## src/rtl/instr_fetch_unit.sv

```systemverilog
// Instruction fetch: single-outstanding memory reads into a PC-tagged FIFO.
// Optional FETCH_PERF_EN adds saturating fetch_cnt/drop_cnt outputs.
module instr_fetch_unit #(
  parameter int DATA_W = 16,
  parameter int DEPTH  = 4
) (
  input  logic              clk,
  input  logic              rst,
  input  logic [DATA_W-1:0] pc_in,
  output logic              pc_inc,
  input  logic              flush,
  output logic              mem_req,
  output logic [DATA_W-1:0] mem_addr,
  input  logic              mem_gnt,
  input  logic              mem_rvalid,
  input  logic [DATA_W-1:0] mem_rdata,
  output logic              instr_valid,
  input  logic              instr_ready,
  output logic [DATA_W-1:0] instr_out,
`ifdef FETCH_PERF_EN
  output logic [15:0]       fetch_cnt,
  output logic [15:0]       drop_cnt,
`endif
  output logic [DATA_W-1:0] instr_pc
);

  localparam int AW = (DEPTH > 1) ? $clog2(DEPTH) : 1;
  localparam int CW = $clog2(DEPTH + 1);
  localparam logic [CW-1:0] FULL = CW'(DEPTH);

  typedef enum logic [1:0] {
    IDLE,
    REQ,
    WAIT,
    DROP
  } state_t;

  state_t state_q, state_d;

  logic [DATA_W-1:0] req_pc_q;
  logic [DATA_W-1:0] data_q [DEPTH];
  logic [DATA_W-1:0] tag_q  [DEPTH];
  logic [AW-1:0]     wr_ptr_q, rd_ptr_q;
  logic [CW-1:0]     count_q;

  logic latch;
  logic push;
  logic pop;
  logic drop;

  assign mem_addr    = req_pc_q;
  assign instr_valid = (count_q != '0);
  assign instr_out   = data_q[rd_ptr_q];
  assign instr_pc    = tag_q[rd_ptr_q];
  assign pop         = instr_valid && instr_ready;

  always_comb begin
    state_d = state_q;
    latch   = 1'b0;
    push    = 1'b0;
    drop    = 1'b0;
    mem_req = 1'b0;
    pc_inc  = 1'b0;
    unique case (state_q)
      IDLE: begin
        if (!flush && count_q != FULL) begin
          state_d = REQ;
          latch   = 1'b1;
        end
      end
      REQ: begin
        mem_req = 1'b1;
        if (flush) begin
          state_d = mem_gnt ? DROP : IDLE;
        end else if (mem_gnt) begin
          pc_inc  = 1'b1;
          state_d = WAIT;
        end
      end
      WAIT: begin
        if (flush) begin
          drop    = mem_rvalid;
          state_d = mem_rvalid ? IDLE : DROP;
        end else if (mem_rvalid) begin
          push    = 1'b1;
          state_d = IDLE;
        end
      end
      DROP: begin
        if (mem_rvalid) begin
          drop    = 1'b1;
          state_d = IDLE;
        end
      end
      default: state_d = IDLE;
    endcase
  end

  always_ff @(posedge clk or negedge rst) begin
    if (!rst) begin
      state_q  <= IDLE;
      req_pc_q <= '0;
    end else begin
      state_q <= state_d;
      if (latch) req_pc_q <= pc_in;
    end
  end

  always_ff @(posedge clk or negedge rst) begin
    if (!rst) begin
      wr_ptr_q <= '0;
      rd_ptr_q <= '0;
      count_q  <= '0;
      for (int i = 0; i < DEPTH; i++) begin
        data_q[i] <= '0;
        tag_q[i]  <= '0;
      end
    end else if (flush) begin
      wr_ptr_q <= '0;
      rd_ptr_q <= '0;
      count_q  <= '0;
    end else begin
      if (push) begin
        data_q[wr_ptr_q] <= mem_rdata;
        tag_q[wr_ptr_q]  <= req_pc_q;
        wr_ptr_q         <= wr_ptr_q + 1'b1;
      end
      if (pop) rd_ptr_q <= rd_ptr_q + 1'b1;
      unique case ({push, pop})
        2'b10:   count_q <= count_q + 1'b1;
        2'b01:   count_q <= count_q - 1'b1;
        default: count_q <= count_q;
      endcase
    end
  end

`ifdef FETCH_PERF_EN
  // Saturating; flush deliberately leaves them alone.
  always_ff @(posedge clk or negedge rst) begin
    if (!rst) begin
      fetch_cnt <= '0;
      drop_cnt  <= '0;
    end else begin
      if (push && fetch_cnt != 16'hFFFF) fetch_cnt <= fetch_cnt + 1'b1;
      if (drop && drop_cnt != 16'hFFFF)  drop_cnt  <= drop_cnt + 1'b1;
    end
  end
`endif

endmodule

```

## config.mk

```make
export PLATFORM = sky130hd
export DESIGN_NAME = instr_fetch_unit
export DESIGN_NICKNAME = d
export VERILOG_FILES = /design/src/rtl/instr_fetch_unit.sv
export SDC_FILE = /design/constraint.sdc
export NUM_CORES = 1
export LEC_CHECK = 0
export CORE_MARGIN = 2
export CORE_UTILIZATION = 35
export CTS_CLUSTER_SIZE = 10
export DETAILED_ROUTE_END_ITERATION = 10
export PLACE_DENSITY_LB_ADDON = 0.12
export SLEW_MARGIN = 20
export SYNTH_ARGS = -nofsm -noshare
export SYNTH_HDL_FRONTEND = slang
export SYNTH_SLANG_ARGS = --single-unit
export TNS_END_PERCENT = 20
```

## constraint.sdc

```tcl
create_clock -name clk -period 5.2 [get_ports clk]
set_input_delay 1.04 -clock clk [delete_from_list [all_inputs] [get_ports clk]]
set_output_delay 1.04 -clock clk [all_outputs]
set_load 0.02 [all_outputs]
```

# Word-level counts from Yosys, hierarchy flattened
# Index checks and enable logic that the tools add are counted.
op_classes:
  reduce_logical: 11
  n_mux: 33
  addsub: 4
  bitwise: 3
  n_lt_le_gt_ge: 3
  eq_ne: 8
ops:
  columns: ["operator", "count"]
  rows:
  - ["$bwmux 64", 2]
  - ["$mux 16", 5]
  - ["$bmux 16 s2", 2]
  - ["$demux 16 s2", 1]
  - ["$mux 2", 11]
  - ["$mux 1", 9]
  - ["$pmux 2 s4", 1]
  - ["$eq 2x2->1 const B", 3]
  - ["$ge 3x3->1 const B", 2]
  - ["$ne 3x3->1 const B", 2]
  - ["$not 2->3", 2]
  - ["$pmux 3 s2", 1]
  - ["$reduce_bool 3->1", 2]
  - ["$add 2x1->2 const B", 2]
  - ["$eq 2x1->1 const B", 2]
  - ["$reduce_and 2->1", 2]
  - ["$reduce_bool 2->1", 2]
  - ["$add 3x1->3 const B", 1]
  - ["$logic_and 1x1->1", 3]
  - ["$lt 3x1->1 const B", 1]
  - ["$mux 3", 1]
  - ["$sub 3x1->3 const B", 1]
  - ["$logic_not 2->1", 1]
  - ["$ne 2x2->1 const B", 1]
  - ["other kinds (2)", 2]
word_totals:
  in_bits: 38
  wordCells: 75
  out_inout_bits: 51
  ff_bits: 153

# Logic depth before layout (Yosys ltp)
# Gate-level depths: netlist of run 1.
depth:
  depth_word: 6
  mapped_depth: 7
  ltp_nobuf: 6

# Least setup slack after synthesis of run 1
# OpenSTA, ideal clock, no wires.
synth_timing:
  kind: "input to output"
  startpoint: "input port flush"
  endpoint: "output port pc_inc"
  cell_stages: 2
  slack_ns: 2.426
  t_arrival_ns: 1.734
  t_required_ns: 4.160
  n_path_buf: 1
  path_cell_list: "clkbuf_1 nor3_1"
synth_via:
  elab_chain_len: 2
synth_lines:
  columns: ["element", "line_no", "text"]
  rows:
  - ["start: declaration", "11", "input logic flush,"]
  - ["$mux 1", "73", "if (flush) begin"]
  - ["$mux 1", "64", "unique case (state_q)"]
  - ["end: declaration", "10", "output logic pc_inc,"]
# No other way between the ends.

# Worst setup path after layout of run 1
layout_timing:
  startpoint: "register rd_ptr_q[0]"
  endpoint: "output port instr_pc[14]"
layout_via:
  elab_chain_len: 4
layout_lines:
  columns: ["element", "line_no", "text"]
  rows:
  - ["start: declaration", "43", "logic [AW-1:0] wr_ptr_q, rd_ptr_q;"]
  - ["start signal: assignment", "128", "if (pop) rd_ptr_q <= rd_ptr_q + 1'b1;"]
  - ["$not 2->3 (not written as such)", "54", "assign instr_pc = tag_q[rd_ptr_q];"]
  - ["$bmux 16 s2", "54", null]
  - ["$mux 16 (not written as such) (2 in a row)", "54", null]
  - ["end: declaration", "24", "output logic [DATA_W-1:0] instr_pc"]
# No other way between the ends. The select of a mux whose other input is x is not followed.

==> flow_metrics.tcl, run 1 <==
set metrics [dict create \
    vias_per_cell 5.06 \
    detail_route.wl_per_cell_microns 18.4 \
    rsz_0062_raised_after_global_routing "no" \
    postCtsResizedCells 0 \
    synthFlopType "dfrtp_1" \
    reg2reg_launch_point "state_q[0]$_DFFE_PN0P_" \
    postCtsHoldBufs 0 \
    cts-root-buf "clkbuf_16" \
    totalNegativeSetupSlack_ns 0 \
    maxSlewHeadroom_pct 30.3 \
    power_density_mw_per_mm2 516 \
    outcome "complete, no violations" \
    max_stage_delay_ns 0.65 \
    remaining_drc_errors 0 \
    max_clock_freq_ghz 0.275 \
    number_of_enable_flip_flop_cells_after_synthesis 0 \
    drt_first_iter_violations 125 \
    reg2reg_slack_ns 2.84 \
    yosys.cell_types.count 32 \
    initial_utilization_pct 35.6 \
    overall_overflow_remaining_after_global_route 0 \
    worst_ir_drop_vdd_mv 0.262 \
    period_minus_slack_ns 3.64 \
    gp_congestion 0.663 \
    setup_slack_ns 1.56 \
    vias 3727 \
    post-layout-total-power_mw 4.33 \
    grt_antenna_before_repair 0 \
    worstRegToRegCells 6 \
    cp.buffers_inverters 2 \
    first_global_vias 4077 \
    coreArea_sq_mm 0.0187 \
    timing_hold_violations_final 0 \
    groute.usage.overall_pct 14.6 \
    synthesis.area_per_instance_sq_um 16.5 \
    fp.dieH_microns 142 \
    post-dp-hpwl_microns 8170 \
    synth_most_common_cell "dfrtp_1" \
    largest_net_degree_at_the_start_of_global_routing 82 \
    critical_path_depth 3 \
    critPathMaxFanout 12 \
    floorplan.die_area_sq_mm 0.0201 \
    final.hold.worst_slack_ns 0.500 \
    finalWirelength_microns 13600 \
    worst_hold_path.num_cells 1 \
    nNetsFinal 535 \
    critical_path.startpoint_type "flip-flop" \
    placementRows 50 \
    synth.area.top_cells "dfrtp_1, mux2_2, mux4_2, buf_2, ha_1" \
    crit_path_start "rd_ptr_q[0]$_DFFE_PN0P_" \
    cts_tree "built" \
    period_share_pct 69.9 \
    tightestPinTransition_ns 1.04 \
    crit_slowest_cell "dfrtp_2" \
    critPathArrivalTime_ns 2.60 \
    reg2reg_to "count_q[2]$_DFFE_PN0P_" \
    area_growth_syn_to_layout_pct 26.0 \
    synth_top_area_cell "dfrtp_1" \
    ys_ff_latch 153 \
    power_leakage_nw 3.79 \
    global_route_wire_length_before_repair_microns 22100 \
    yosys-top-cells-count "dfrtp_1, mux2_2, mux4_2, buf_2, nand2_1" \
    io_pins 89 \
    cts_sinks 153 \
    timing.critical_path.cells "buf_4 -> mux4_2 -> clkdlybuf4s50_1" \
    synthesis.area_sq_mm 0.00666 \
    finalInstanceArea_sq_mm 0.00839 \
    postSynth.asyncResetShare_pct 100 \
    setup.worst_path.end "instr_pc[14]" \
    drt_pass1_iterations 6 \
    worstSkewPairLatency_ns 0.42 \
    hp_class "flip-flop to flip-flop" \
    cts_setup_buffers 0 \
    synth_warnings 0 \
    chipWidth_microns 142 \
    cts.path.max_buffers 2 \
    path_delay_family "buffers and inverters" \
    setup-violations-final 0 \
    cp_required_ns 4.16 \
    syn_nets 447 \
    synth.yosys.seq_area_share_pct 57.5 \
    port_buffers 88 \
    timing.clock.skew_ns 0.0147 \
    timing.max_cap.violations 0 \
    clk_transition_reported_paths_ns 0.06 \
    setup.worst_path.end_class "output pin" \
    layout-drive-gt1-share_pct 44.0 \
    h-tree-depth 4 \
    synth_top_area_share_pct 57.5 \
    num_antenna_cells 0 \
    numCtsBuffers 17 \
    worst-setup-path-type "flip-flop to output pin" \
    post_dp_cell_area_sq_mm 0.00776 \
    final_number_of_max_transition_violations 0 \
    placement.setup.worst_slack_ns 1.49 \
    ant_nets 0 \
    netlist_instances 404 \
]
through the flow:
step	util, %	std cells
final	44.8	736
after global routing	44.8	736
after floorplan	-	404
after global placement	41.5	707
after detailed placement	41.5	707
after CTS	44.8	736
kinds of logic (layout without fill, tap and decap cells):
kind of cell / Yosys count / count (layout) / share of synthesized area, %
mux: 176 / 176 / 35.2
flops: 153 / 153 / 57.5
buf+inv: 26 / 124 / 1.94
simple gates: 25 / 25 / 1.88
compound gates: 13 / 13 / 1.69
xor+xnor: 6 / 6 / 0.789
fa+ha+maj: 5 / 5 / 1.05
worst min-delay path by stage:
stage | start | end | slack (ns)
after floorplan | data_q[16]$_DFFE_PN0P_ | data_q[16]$_DFFE_PN0P_ | 0.47
after global placement | tag_q[40]$_DFFE_PN0P_ | tag_q[40]$_DFFE_PN0P_ | 0.48
after detailed placement | tag_q[28]$_DFFE_PN0P_ | tag_q[28]$_DFFE_PN0P_ | 0.49
after CTS | data_q[27]$_DFFE_PN0P_ | data_q[27]$_DFFE_PN0P_ | 0.50
after global routing | data_q[33]$_DFFE_PN0P_ | data_q[33]$_DFFE_PN0P_ | 0.52
final | data_q[25]$_DFFE_PN0P_ | data_q[25]$_DFFE_PN0P_ | 0.50
report_power, final:
| group | switching [mW] | internal, mW | leakage (nW) |
|---|---|---|---|
| Combinational | 0.556 | 0.761 | 1.45 |
| Sequential | 0.221 | 1.48 | 2.03 |
| Clock | 0.459 | 0.847 | 0.304 |
state kept, by name, indices dropped and copies added, names as in the netlist:
register  count
count_q       3
data_q       64
mem_addr     16
rd_ptr_q      2
state_q       2
tag_q        64
wr_ptr_q      2
placed cells by master, fill, tap and decap left out, drive strengths merged:
cell | Yosys | layout
xnor2 | 2 | 2
bufinv | 0 | 4
a21o | 1 | 1
or3 | 1 | 1
a2111oi | 2 | 2
nor2b | 2 | 2
nor2 | 6 | 6
mux4 | 32 | 32
a31oi | 1 | 1
nand2b | 1 | 1
inv | 2 | 2
dfrtp | 153 | 153
o21bai | 1 | 1
ha | 4 | 4
o21a | 1 | 1
and4bb | 1 | 1
clkinvlp | 0 | 1
nand3b | 1 | 1
nor3 | 3 | 3
o31ai | 2 | 2
clkinv | 0 | 2
clkbuf | 6 | 22
a211o | 1 | 1
a22oi | 1 | 1
nand3 | 1 | 1
xor2 | 4 | 4
fa | 1 | 1
mux2 | 144 | 144
buf | 18 | 6
nand2 | 9 | 9
o21ai | 3 | 3
clkdlybuf4s50 | 0 | 87
final cells by class:
type                       instances  area (sq um)
clock buffer                      22           484
clock inverter                     7           141
fill                            1640         10300
inverter                           2          7.51
multi-input combinational        225          2710
sequential                       153          3830
tap                              234           293
timing repair buffer              93           920
metal layers:
metal,wire [microns],vias up,global-route usage [%],part of all wire (%)
li1,-,1672,-,-
met1,6320,1964,19.3,47
met2,6610,77,23.4,49
met3,465,14,3.73,3.4
met4,168,0,5.21,1.2
met5,0,-,0,0
Power figures use the tool's default switching activity.
==> inputs of run 2 (changes only) <==
- clock period: 5.2 -> 3.3 ns (I/O delays scaled with it)
==> run 2 against run 1 <==
Worst setup slack worse by 1.3 ns; power grew 58%; combinational power up 59%; cell count up 1.8%; cell area rose by 1.3%; core utilization rose by 0.60 points; critical path depth unchanged; clock power grew 56%; critical path type unchanged; critical endpoint is now instr_out[10].
==> flow_metrics.tcl, run 2 (same netlist as run 1, synthesis figures left out) <==
set metrics [dict create \
    outcome "complete, no violations" \
    setup.worst_path.end_class "output pin" \
    groute.usage.overall_pct 15.1 \
    setup_slack_ns 0.277 \
    timing.max_cap.violations 0 \
    cts_setup_buffers 0 \
    multi_input_comb_area_sq_mm 0.00271 \
    postCtsResizedCells 0 \
    cts.path.max_buffers 2 \
    port_buffers 88 \
    most_used_cells_in_the_layout_excluding_fill_and_tap_cells "dfrtp_1, mux2_2, clkdlybuf4s50_1" \
    clk_transition_reported_paths_ns 0.06 \
    drt_first_iter_violations 180 \
    timing.clock.skew_ns 0.00975 \
    worst_ir_drop_vdd_mv 0.430 \
    crit_path_start "rd_ptr_q[0]$_DFFE_PN0P_" \
    chipWidth_microns 142 \
    period_minus_slack_ns 3.02 \
    finalCoreUtilization_pct 45.4 \
    vias 3814 \
    placementRows 50 \
    area_growth_syn_to_layout_pct 27.6 \
    gp_congestion 0.699 \
    placement.setup.worst_slack_ns 0.393 \
    worst-setup-path-type "flip-flop to output pin" \
    cts_tree "built" \
    postCtsHoldBufs 0 \
    finalWirelength_microns 14000 \
    layout.cells.most_common "dfrtp_1" \
    worstSkewPairLatency_ns 0.42 \
    h-tree-depth 4 \
    post-layout-total-power_mw 6.83 \
    global_route_wire_length_before_repair_microns 22700 \
    coreArea_sq_mm 0.0187 \
    first_global_vias 4213 \
    ant_nets 0 \
    grt_antenna_before_repair 0 \
    hp_class "primary input to asynchronous set/reset pin" \
    power_density_mw_per_mm2 803 \
    floorplan.die_area_sq_mm 0.0201 \
    overall_overflow_remaining_after_global_route 0 \
    setup-violations-final 0 \
    drt_pass1_iterations 4 \
    tightestPinTransition_ns 0.848 \
    numCtsBuffers 17 \
    num-fill-cells 1632 \
    critical_path.startpoint_type "flip-flop" \
    io_pins 89 \
    timing_hold_violations_final 0 \
    detail_route.wl_per_cell_microns 18.7 \
    nNetsFinal 546 \
    regArea_sq_mm 0.00383 \
    rsz_0062_raised_after_global_routing "no" \
    cts-root-buf "clkbuf_16" \
    remaining_drc_errors 0 \
    power_leakage_nw 3.85 \
    totalNegativeSetupSlack_ns 0 \
    cts_sinks 153 \
    initial_utilization_pct 35.6 \
    layout-drive-gt1-share_pct 45.4 \
    largest_net_degree_at_the_start_of_global_routing 90 \
    vias_per_cell 5.09 \
    final_number_of_max_transition_violations 0 \
    max_clock_freq_ghz 0.331 \
    post-dp-hpwl_microns 8740 \
    critPathMaxFanout 12 \
    critPathArrivalTime_ns 2.36 \
    reg2reg_launch_point "count_q[0]$_DFFE_PN0P_" \
    cp_required_ns 2.64 \
    period_share_pct 91.6 \
    maxSlewHeadroom_pct 43.4 \
    num_antenna_cells 0 \
    fp.dieH_microns 142 \
]
## run 2: cell type report
class,instances,share of cell area (%)
Sequential cell,153,45.1
Clock inverter,12,2.05
Tap cell,234,3.44
Clock buffer,19,5.21
Timing Repair Buffer,104,12.2
Multi-Input combinational cell,225,31.9
Inverter,2,0.0883
## run 2: layer usage
metal | wire length (microns) | vias to the layer above | track usage [%]
met4 | 157 | 0 | 4.89
met2 | 6790 | 79 | 24.0
met5 | 0 | - | 0
li1 | - | 1690 | -
met3 | 433 | 14 | 4.00
met1 | 6600 | 2031 | 20.3
## run 2: path summary, 6_finish.rpt
path                                      endpoint  slack, ns  depth (start not counted)
setup / recovery                     instr_out[10]       0.28                          3
hold / removal              data_q[55]$_DFFE_PN0P_       0.32                          1
setup reg to reg            count_q[2]$_DFFE_PN0P_       0.95                          6
hold reg to reg             data_q[25]$_DFFE_PN0P_       0.50                          1
max in group asynchronous  mem_addr[5]$_DFFE_PN0P_       2.20                          2
min in group clk            data_q[25]$_DFFE_PN0P_       0.50                          1
## run 2: where the power goes
part | total [mW] | switching [mW] | leakage (nW) | internal (mW)
sequential | 2.69 | 0.351 | 2.03 | 2.34
combinational | 2.10 | 0.890 | 1.52 | 1.21
clock | 2.04 | 0.757 | 0.303 | 1.28
total | 6.83 | 2.00 | 3.85 | 4.83
## run 2: metrics by stage
step	hold slack, ns	cell area (sq um)	std cells
after floorplan	0.364	6660	404
after detailed placement	0.488	7880	718
after global placement	0.481	7880	718
after CTS	0.353	8500	749
after global routing	0.367	8500	749
final	0.317	8500	749
## run 2: worst max-delay path, stage by stage, from the launching register on
cell and delay (ns):
dfrtp_2 0.49, buf_4 0.34, mux4_2 0.54, clkdlybuf4s50_1 0.57
